<file path="src/rtl/usr_param.sv">
// usr_param: parametrised universal shift register with a counted burst-shift FSM.
// Latency: 1 cycle per single-step op, N+1 cycles for an N-shift burst; no backpressure, en=0 freezes all state.
module usr_param #(
  parameter int WIDTH = 8,
  parameter int CNT_W = $clog2(WIDTH + 1)
) (
  input  logic             clk,
  input  logic             rst,
  input  logic             en,
  input  logic [2:0]       mode,
  input  logic [WIDTH-1:0] pload,
  input  logic             l_in,
  input  logic             r_in,
  input  logic             start,
  input  logic [CNT_W-1:0] count,
  output logic [WIDTH-1:0] out,
  output logic             so_r,
  output logic             so_l,
  output logic             busy,
  output logic             done
);

  typedef enum logic [1:0] {
    IDLE  = 2'd0,
    SHIFT = 2'd1,
    DONE  = 2'd2
  } state_t;

  localparam logic [CNT_W-1:0] CNT_MAX = CNT_W'(WIDTH);
  localparam logic [CNT_W-1:0] CNT_ONE = CNT_W'(1);
  localparam logic [CNT_W-1:0] CNT_ZERO = '0;

  state_t           state, state_nxt;
  logic [WIDTH-1:0] out_nxt;
  logic [CNT_W-1:0] remaining, remaining_nxt;
  logic [CNT_W-1:0] cnt_clamp;

  // Requests longer than the register saturate at a full-width shift.
  assign cnt_clamp = (count > CNT_MAX) ? CNT_MAX : count;

  always_ff @(posedge clk or posedge rst) begin
    if (rst) begin
      state     <= IDLE;
      out       <= '0;
      remaining <= '0;
    end else if (en) begin
      state     <= state_nxt;
      out       <= out_nxt;
      remaining <= remaining_nxt;
    end
  end

  always_comb begin
    state_nxt     = state;
    out_nxt       = out;
    remaining_nxt = remaining;
    case (state)
      IDLE: begin
        case (mode)
          3'b001:  out_nxt = {r_in, out[WIDTH-1:1]};
          3'b010:  out_nxt = {out[WIDTH-2:0], l_in};
          3'b011:  out_nxt = pload;
          3'b100:  out_nxt = {out[0], out[WIDTH-1:1]};
          3'b101:  out_nxt = {out[WIDTH-2:0], out[WIDTH-1]};
          3'b110:  out_nxt = {out[WIDTH-1], out[WIDTH-1:1]};
          3'b111: begin
            if (start) begin
              remaining_nxt = cnt_clamp;
              state_nxt     = (cnt_clamp == CNT_ZERO) ? DONE : SHIFT;
            end
          end
          default: out_nxt = out;
        endcase
      end
      SHIFT: begin
        out_nxt       = {r_in, out[WIDTH-1:1]};
        remaining_nxt = remaining - CNT_ONE;
        if (remaining == CNT_ONE) state_nxt = DONE;
      end
      DONE:    state_nxt = IDLE;
      default: state_nxt = IDLE;
    endcase
  end

  assign so_r = out[0];
  assign so_l = out[WIDTH-1];
  assign busy = (state == SHIFT);
  assign done = (state == DONE);

endmodule
</file>
<file path="config.mk">
export PLATFORM = sky130hd
export DESIGN_NAME = usr_param
export DESIGN_NICKNAME = d
export VERILOG_FILES = /design/src/rtl/usr_param.sv
export SDC_FILE = /design/constraint.sdc
export NUM_CORES = 1
export LEC_CHECK = 0
export BUFFER_PORTS_ARGS = -buffer_cell sky130_fd_sc_hd__buf_2
export CORE_ASPECT_RATIO = 0.75
export CORE_MARGIN = 1
export CORE_UTILIZATION = 49
export DETAILED_ROUTE_END_ITERATION = 8
export GPL_TIMING_DRIVEN = 0
export MAX_ROUTING_LAYER = met4
export PLACE_DENSITY = 0.83
export SKIP_LAST_GASP = 1
export SLEW_MARGIN = 25
export SYNTH_ARGS = -nofsm -noshare
export SYNTH_HDL_FRONTEND = slang
export SYNTH_SLANG_ARGS = --single-unit
</file>
<file path="constraint.sdc">
create_clock -name clk -period 1.85 [get_ports clk]
set_input_delay 0.2775 -clock clk [delete_from_list [all_inputs] [get_ports clk]]
set_output_delay 0.2775 -clock clk [all_outputs]
set_load 0.01 [all_outputs]
</file>
==> results of run 1 <==
==> sequential cells by signal, summed over array words and instances (netlist names) <==
register	count
out	8
remaining	4
state	2
==> final cells by class <==
type	count	area share
multi-input combinational	92	0.469
sequential	14	0.286
timing repair buffer	31	0.127
buffer	10	0.0491
inverter	9	0.0276
tap	22	0.0225
clock buffer	3	0.0184
==> through the flow <==
| step | setup WS [ps] | hold WS (ps) | util |
|---|---|---|---|
| after global placement | 212 | 344 | 0.653 |
| after CTS | 71.9 | 35.4 | 0.666 |
| after floorplan | 451 | 167 | - |
| final | 65.7 | 25.7 | 0.666 |
| after global routing | 12.9 | 87.4 | 0.666 |
| after detailed placement | 140 | 342 | 0.653 |
==> layout by cell type (no fill, tap or decap), types with 3 or more instances in the layout <==
cell,n
a211oi_1,3
a21o_1,7
a21oi_1,4
a31oi_1,8
buf_2,34
buf_4,3
clkbuf_4,3
dfrtp_1,14
inv_1,7
nand2_1,14
nor2_1,10
nor2b_1,3
o21ai_0,8
o31ai_1,3
==> where the power goes <==
part           internal (mW)  leakage, nW  total [mW]  switching (mW)
Combinational          0.365        0.401       0.821           0.456
Clock                 0.0755       0.0138       0.168          0.0925
Sequential             0.445        0.165       0.611           0.166
==> routing by layer <==
layer / up-vias / global-route usage / wire [um]
met4: 0 / 0.0667 / 40
li1: 522 / - / -
met2: 47 / 0.412 / 1320
met1: 520 / 0.319 / 1160
met3: 4 / 0.0659 / 198
met5: - / - / 0
==> worst max-delay path, delay by kind of cell (launching register included) <==
kind	cells	cell delay (ps)
DFF	1	460
and+or+nand+nor	1	260
buffers and inverters	3	490
==> kinds of logic (layout without fill, tap and decap cells) <==
family	after synthesis	in the layout	synth area share
and+or+nand+nor	46	46	0.241
muxes	1	1	0.0111
AOI/OAI and AO/OA	43	43	0.288
DFF	14	14	0.344
buffers and inverters	19	53	0.0910
adders and majority gates	2	2	0.0246
==> timing repair <==
item | CTS | global route
setup endpoints to repair | 1 | 1
pin swaps | 0 | 0
resized for setup | 1 | 1
==> final timing paths <==
kind / endpoint / cells past startpoint / slack (ps) / startpoint
worst min register to register: remaining[1]$_DFFE_PP0P_ / 1 / 500 / remaining[1]$_DFFE_PP0P_
max in group asynchronous: out[4]$_DFFE_PP0P_ / 2 / 1460 / rst
worst max-delay path: busy / 4 / 70 / state[1]$_DFFE_PP0P_
worst min-delay path: out[2]$_DFFE_PP0P_ / 2 / 30 / rst
min in group clk: state[0]$_DFFE_PP0P_ / 2 / 270 / en
worst max register to register: out[7]$_DFFE_PP0P_ / 5 / 90 / state[1]$_DFFE_PP0P_
==> summary.txt, run 1 <==
Outcome
  – Status: completed

Critical path
  – CP Launch Type: flip-flop
  – CP arrival: 1510 ps
  – CP max-delay cell: dfrtp_1
  – Crit end category: primary output
  – Most used cell, CP: buf_2
  – Worst Path Required: 1570 ps
  – Crit path largest cell delay: 460 ps
  – Critical Path, Cell by Cell: nand2b_2 -> inv_2 -> buf_2 -> buf_2
  – Max FO, Critical Path: 10
  – WS Path Type: reg2out

Floorplanning
  – Initial Utilization: 0.553
  – Die Footprint: 2260 um^2
  – Core area: 1840 um^2
  – IO Count: 33
  – Die W: 54.6 um
  – Num rows: 13
  – Die H: 41.5 um

Clock network
  – H-tree depth: 1
  – Clock transition at path regs: 80 ps
  – CTS Hold Bufs: 0
  – CTS Sinks: 14
  – Setup Buffers After CTS: 0
  – Max clock buf depth: 2
  – Cts bufs inserted: 3
  – Clk_lat worst skew: 280 ps
  – CTS tree: built
  – Root buffer cell: clkbuf_4

Power and ir drop
  – Leakage power: 0.580 nW
  – PwrDens: 1310 nW/um^2
  – Total power: 1.60 mW
  – Peak supply drop: 0.000844 V

STA
  – Slew @ Worst Pin: 553 ps
  – Final Hold Violating Endpoints: 0
  – Maximum operating frequency: 560 MHz
  – Final setup vio count: 0
  – Setup tns final: 0 ps
  – Max-slew violations: 0
  – Fin Clk Skew: 7.88 ps
  – RSZ-0062 raised after global routing: no
  – Tmin final: 1780 ps
  – Rel. slew slack: 0.631
  – Fin crit share: 0.964

Synth
  – Top cells by count, synth: dfrtp_1, nand2_1, nor2_1
  – Synth async-reset ratio: 1.00
  – Netlist Area Pre-Place: 1020 um^2
  – Post-synth EDFFs: 0
  – Yosys top cell area share: 0.344
  – Syn Inst Count: 125
  – Syn Nets: 148
  – Post-synth cell types: 38
  – Synth top area cells: dfrtp_1, a21o_1, nand2_1, a31oi_1, o21ai_0
  – #FFs+latches synth: 14
  – Area leader, netlist: dfrtp_1
  – Ys flop type: dfrtp_1
  – Synthesized area per cell: 8.14 um^2
  – YS warnings: 0
  – Sequential area share after synthesis: 0.344

Drt
  – DR iter-0 viols: 18
  – Wire length per cell: 15.0 um
  – Vias per cell: 6.04
  – Residual DRC: 0
  – Via count: 1093
  – Total length of routed wires: 2720 um
  – First-pass detailed-route iteration total: 4
  – Antenna viol nets, final: 0

Finish
  – FILL cells: 159
  – Non-filler instance count after layout: 181
  – Nets: 184
  – Sequential cell area: 350 um^2
  – Area grow syn2layout: 20.3%
  – Final Cell Area: 1220 um^2
  – Antenna Cells: 0
  – Share of layout cells above drive strength 1: 0.308
  – Footprint of the multi-input gates: 574 um^2

Global route
  – Grt total ovfl: 0
  – Vias in the first global route: 949
  – Initial antenna violation count: 0
  – Largest net degree at the start of global routing: 15
  – First-pass GRT wire length: 4170 um
  – Gr usage total: 0.259

Place
  – DP HPWL: 2080 um
  – Dpl cells: 178
  – Area post-placement: 1200 um^2
  – Port bufs: 31
  – Gpl congestion: 0.832

Run
  – Max_cap viols: 0

Min path
  – HP Class: in2async
Power figures use the tool's default switching activity.
==> inputs of run 2 (changes only) <==
--- a/config.mk
+++ b/config.mk
@@ -6,13 +6,15 @@
 export NUM_CORES = 1
 export LEC_CHECK = 0
 export BUFFER_PORTS_ARGS = -buffer_cell sky130_fd_sc_hd__buf_2
+export CAP_MARGIN = 15
 export CORE_ASPECT_RATIO = 0.75
 export CORE_MARGIN = 1
-export CORE_UTILIZATION = 49
+export CORE_UTILIZATION = 52
+export CTS_BUF_LIST = sky130_fd_sc_hd__clkbuf_2
 export DETAILED_ROUTE_END_ITERATION = 8
 export GPL_TIMING_DRIVEN = 0
 export MAX_ROUTING_LAYER = met4
-export PLACE_DENSITY = 0.83
+export PLACE_DENSITY = 0.87
 export SKIP_LAST_GASP = 1
 export SLEW_MARGIN = 25
 export SYNTH_ARGS = -nofsm -noshare
==> summary.txt, run 2 (synthesized netlist as in run 1, its figures left out) <==
Outcome
  – Status: completed

Place
  – Dpl cells: 178
  – Dpl ws: 184 ps
  – DP HPWL: 1920 um
  – Port bufs: 31
  – Gpl congestion: 0.844

Critical path
  – Max FO, Critical Path: 12
  – Buffers & Inverters on Critical Path: 1
  – CP max-delay cell: dfrtp_1
  – Family with the most delay on the worst path: simple AND/OR/NAND/NOR gates
  – WS Path Type: reg2reg
  – Worst Path Required: 2080 ps
  – CP arrival: 1990 ps
  – Crit path largest cell delay: 460 ps
  – CP Launch Type: flip-flop
  – Critical Path, Cell by Cell: nand2b_2 -> inv_2 -> or3_1 -> o31ai_1 -> mux2_2
  – Crit end category: flip-flop

STA
  – Slew @ Worst Pin: 578 ps
  – Setup tns final: 0 ps
  – RSZ-0062 raised after global routing: no
  – Fin Clk Skew: 17.9 ps
  – Tmin final: 1750 ps
  – Rel. slew slack: 0.614
  – Fin crit share: 0.946
  – Final Hold Violating Endpoints: 0
  – Worst setup margin: 99.1 ps
  – Maximum operating frequency: 571 MHz
  – Max-slew violations: 0
  – Final setup vio count: 0

Clock network
  – Clk_lat worst skew: 280 ps
  – CTS Hold Bufs: 0
  – CTS tree: built
  – Root buffer cell: clkbuf_2
  – H-tree depth: 1
  – Cts bufs inserted: 3
  – Max clock buf depth: 2
  – CTS Sinks: 14
  – Clock transition at path regs: 140 ps

Drt
  – Via count: 1017
  – Total length of routed wires: 2500 um
  – Wire length per cell: 13.9 um
  – Vias per cell: 5.65
  – Antenna viol nets, final: 0
  – First-pass detailed-route iteration total: 4
  – DR iter-0 viols: 56
  – Residual DRC: 0

Finish
  – Layout Utilization: 0.677
  – Antenna Cells: 0
  – Commonest non-fill, non-tap cell in the layout: buf_2
  – Top flop regs: out (8), remaining (4), state (2)
  – Max reg flops: 8
  – Top reg by flops: out
  – Commonest non-fill, non-tap cells in the layout: buf_2, nand2_1, dfrtp_1, nor2_1
  – Nets: 183
  – Non-filler instance count after layout: 180
  – FILL cells: 168
  – Area grow syn2layout: 19.1%
  – Share of layout cells above drive strength 1: 0.304

Floorplanning
  – Die Footprint: 2140 um^2
  – Num rows: 13
  – Core area: 1790 um^2
  – Die W: 53.1 um
  – Initial Utilization: 0.569
  – IO Count: 33
  – Die H: 40.3 um

Power and ir drop
  – PwrDens: 1270 nW/um^2
  – Total power: 1.53 mW
  – Leakage power: 0.574 nW
  – Peak supply drop: 0.000756 V

Global route
  – First-pass GRT wire length: 3830 um
  – Gr usage total: 0.269
  – Vias in the first global route: 848
  – Initial antenna violation count: 0
  – Largest net degree at the start of global routing: 15
  – Grt total ovfl: 0

Min path
  – HP Class: in2async

Run
  – Max_cap viols: 0
-- run 2: cell types whose count changed in the layout (fill, tap and decap cells not counted), sizes merged --
cell,before,now
buf,39,38
-- run 2: repair_timing --
action	4_1_cts	5_1_grt
setup endpoints to repair	1	0
buffers inserted	0	0
gates resized for setup	0	0
-- run 2: through the flow --
stage	cell area [um^2]	hold WS, ps
floorplan	1020	167
global placement	1200	344
detailed placement	1200	351
CTS	1210	19.9
global route	1210	35.8
finish	1210	4.90
-- run 2: cell type report --
| cell class | instances | area (um^2) | share of cell area |
|---|---|---|---|
| clock buffer | 3 | 15.0 | 0.0124 |
| buffer | 9 | 55.1 | 0.0455 |
| tap | 22 | 27.5 | 0.0227 |
| multi-input combinational | 92 | 574 | 0.474 |
| sequential | 14 | 350 | 0.289 |
| timing repair buffer | 31 | 155 | 0.128 |
| inverter | 9 | 33.8 | 0.0279 |
-- run 2: path summary, 6_finish.rpt --
kind,from,end,slack [ps],cells after the start
max in group asynchronous,rst,out[5]$_DFFE_PP0P_,1470,2
worst min register to register,remaining[1]$_DFFE_PP0P_,remaining[1]$_DFFE_PP0P_,510,1
worst max-delay path,state[1]$_DFFE_PP0P_,out[7]$_DFFE_PP0P_,100,5
worst max register to register,state[1]$_DFFE_PP0P_,out[7]$_DFFE_PP0P_,100,5
min in group clk,en,state[0]$_DFFE_PP0P_,260,2
worst min-delay path,rst,out[6]$_DFFE_PP0P_,5,2
-- run 2: report_power, final --
group	internal [mW]	total, mW	leakage (nW)	switching, mW
Sequential	0.444	0.604	0.165	0.160
Combinational	0.356	0.792	0.397	0.436
Clock	0.0442	0.139	0.0125	0.0949
Total	0.845	1.53	0.574	0.690
-- run 2: layer usage --
metal,vias to the layer above,part of all wire,track usage
li1,519,-,-
met1,458,0.46,0.358
met2,40,0.47,0.411
met3,0,0.070,0.0682
met4,0,0,0.0658
met5,-,0,-
==> inputs of run 3 (changes only) <==
==> config.mk (replaced) <==
export PLATFORM = sky130hd
export DESIGN_NAME = usr_param
export DESIGN_NICKNAME = d
export VERILOG_FILES = /design/src/rtl/usr_param.sv
export SDC_FILE = /design/constraint.sdc
export NUM_CORES = 1
export LEC_CHECK = 0
export CAP_MARGIN = 15
export CORE_ASPECT_RATIO = 0.75
export CORE_MARGIN = 1
export CORE_UTILIZATION = 55
export CTS_BUF_LIST = sky130_fd_sc_hd__clkbuf_2
export DETAILED_ROUTE_END_ITERATION = 8
export DONT_BUFFER_PORTS = 1
export GPL_TIMING_DRIVEN = 0
export MAX_ROUTING_LAYER = met4
export PLACE_DENSITY = 0.68
export SKIP_LAST_GASP = 1
export SLEW_MARGIN = 25
export SYNTH_ARGS = -nofsm -noshare
export SYNTH_HDL_FRONTEND = slang
export SYNTH_SLANG_ARGS = --single-unit
export TNS_END_PERCENT = 20
==> summary.txt, run 3 (synthesized netlist as in run 1, its figures left out) <==
Outcome
  – Status: completed

Finish
  – Sequential cell area: 350 um^2
  – Share of layout cells above drive strength 1: 0.138
  – FILL cells: 163
  – Final Cell Area: 1070 um^2
  – Max reg flops: 8
  – Top reg by flops: out
  – Area grow syn2layout: 5.66%
  – Nets: 154
  – Top flop regs: out (8), remaining (4), state (2)
  – Footprint of the multi-input gates: 574 um^2
  – Commonest non-fill, non-tap cells in the layout: nand2_1, dfrtp_1, nor2_1, o21ai_0, a31oi_1
  – Antenna Cells: 0

STA
  – Maximum operating frequency: 598 MHz
  – Slew @ Worst Pin: 660 ps
  – Max-slew violations: 0
  – Final Hold Violating Endpoints: 0
  – Hold slack: 141 ps
  – RSZ-0062 raised after global routing: no
  – Final setup vio count: 0
  – Fin Clk Skew: 9.34 ps
  – Worst setup margin: 179 ps
  – Fin crit share: 0.903
  – Tmin final: 1670 ps
  – Rel. slew slack: 0.559
  – Setup tns final: 0 ps

Drt
  – Wire length per cell: 16.7 um
  – Via count: 979
  – Residual DRC: 0
  – Total length of routed wires: 2530 um
  – Antenna viol nets, final: 0
  – First-pass detailed-route iteration total: 4
  – DR iter-0 viols: 47
  – Vias per cell: 6.44

Critical path
  – Max FO, Critical Path: 6
  – Setup slack, reg-to-reg: 180 ps
  – Crit path largest cell delay: 490 ps
  – Worst Path Required: 2090 ps
  – Reg2Reg Launch Point: state[0]$_DFFE_PP0P_
  – WS Path Type: reg2reg
  – Worst Setup SP: state[0]$_DFFE_PP0P_
  – CP max-delay cell: dfrtp_1
  – End of the worst register-to-register path: out[7]$_DFFE_PP0P_
  – CP arrival: 1910 ps
  – CP Launch Type: flip-flop
  – Critical Path, Cell by Cell: nand2b_2 -> inv_2 -> or3_1 -> o31ai_1 -> mux2_2
  – Crit end category: flip-flop
  – R2R depth: 5

Global route
  – First-pass GRT wire length: 3850 um
  – Vias in the first global route: 826
  – Largest net degree at the start of global routing: 15
  – Gr usage total: 0.278
  – Initial antenna violation count: 0
  – Grt total ovfl: 0

Min path
  – Hold path cells: 1
  – Worst hold endpoint: state[0]$_DFFE_PP0P_
  – Hold path start: en
  – HP Class: in2reg

Floorplanning
  – Die Footprint: 2030 um^2
  – Die H: 39.2 um
  – Initial Utilization: 0.584
  – Core area: 1740 um^2
  – Num rows: 13
  – Die W: 51.7 um
  – IO Count: 33

Place
  – Port bufs: 0
  – DP HPWL: 1810 um
  – Area post-placement: 1040 um^2
  – Gpl congestion: 0.922
  – Dpl ws: 175 ps

Clock network
  – Max clock buf depth: 2
  – Root buffer cell: clkbuf_2
  – H-tree depth: 1
  – CTS tree: built
  – Clock transition at path regs: 160 ps
  – Setup Buffers After CTS: 0
  – CTS Sinks: 14
  – Cts bufs inserted: 3
  – Clk_lat worst skew: 280 ps

Power and ir drop
  – PwrDens: 1350 nW/um^2
  – Leakage power: 0.463 nW
  – Total power: 1.45 mW
  – Peak supply drop: 0.000859 V

Run
  – Max_cap viols: 0
run 3: worst max-delay path by stage:
stage,end,depth (start not counted)
6_report,out[7]$_DFFE_PP0P_,5
5_1_grt,out[7]$_DFFE_PP0P_,5
4_1_cts,busy,3
3_5_place_dp,out[5]$_DFFE_PP0P_,6
3_3_place_gp,remaining[1]$_DFFE_PP0P_,6
2_1_floorplan,out[7]$_DFFE_PP0P_,5
run 3: power by group:
group | total [mW] | internal [mW] | switching (mW) | leakage [nW]
Combinational | 0.640 | 0.274 | 0.365 | 0.283
Clock | 0.155 | 0.0470 | 0.108 | 0.0140
Sequential | 0.658 | 0.443 | 0.215 | 0.165
Total | 1.45 | 0.764 | 0.688 | 0.463
run 3: layer usage:
metal | track usage | vias up | routed length [um]
li1 | - | 461 | -
met5 | - | - | 0
met1 | 0.389 | 466 | 1210
met4 | 0.101 | 0 | 42
met3 | 0.0510 | 6 | 166
met2 | 0.399 | 46 | 1120
run 3: cell type report:
cell class                 count  share of cell area
inverter                       9              0.0314
clock buffer                   3              0.0140
tap                           22              0.0256
multi-input combinational     92               0.534
timing repair buffer           1             0.00931
buffer                        10              0.0559
clock inverter                 1             0.00349
sequential                    14               0.326
run 3: stage by stage:
stage | utilization | std cells
finish | 0.618 | 152
detailed placement | 0.600 | 147
global placement | 0.600 | 147
global route | 0.618 | 152
floorplan | - | 125
CTS | 0.617 | 152
run 3: timing repair:
| action | 4_1_cts | 5_1_grt |
|---|---|---|
| resized for setup | 0 | 2 |
| endpoints found under the hold margin | 14 | 0 |
| endpoints found under the setup margin | 0 | 2 |
| hold buffers | 1 | 0 |
run 3: worst max-delay path: cells and delay by family (launching register included):
family          cells  cell delay, ps
compound gates      1             320
buf+inv             1              50
flops               1             490
simple gates        2             560
mux                 1             200
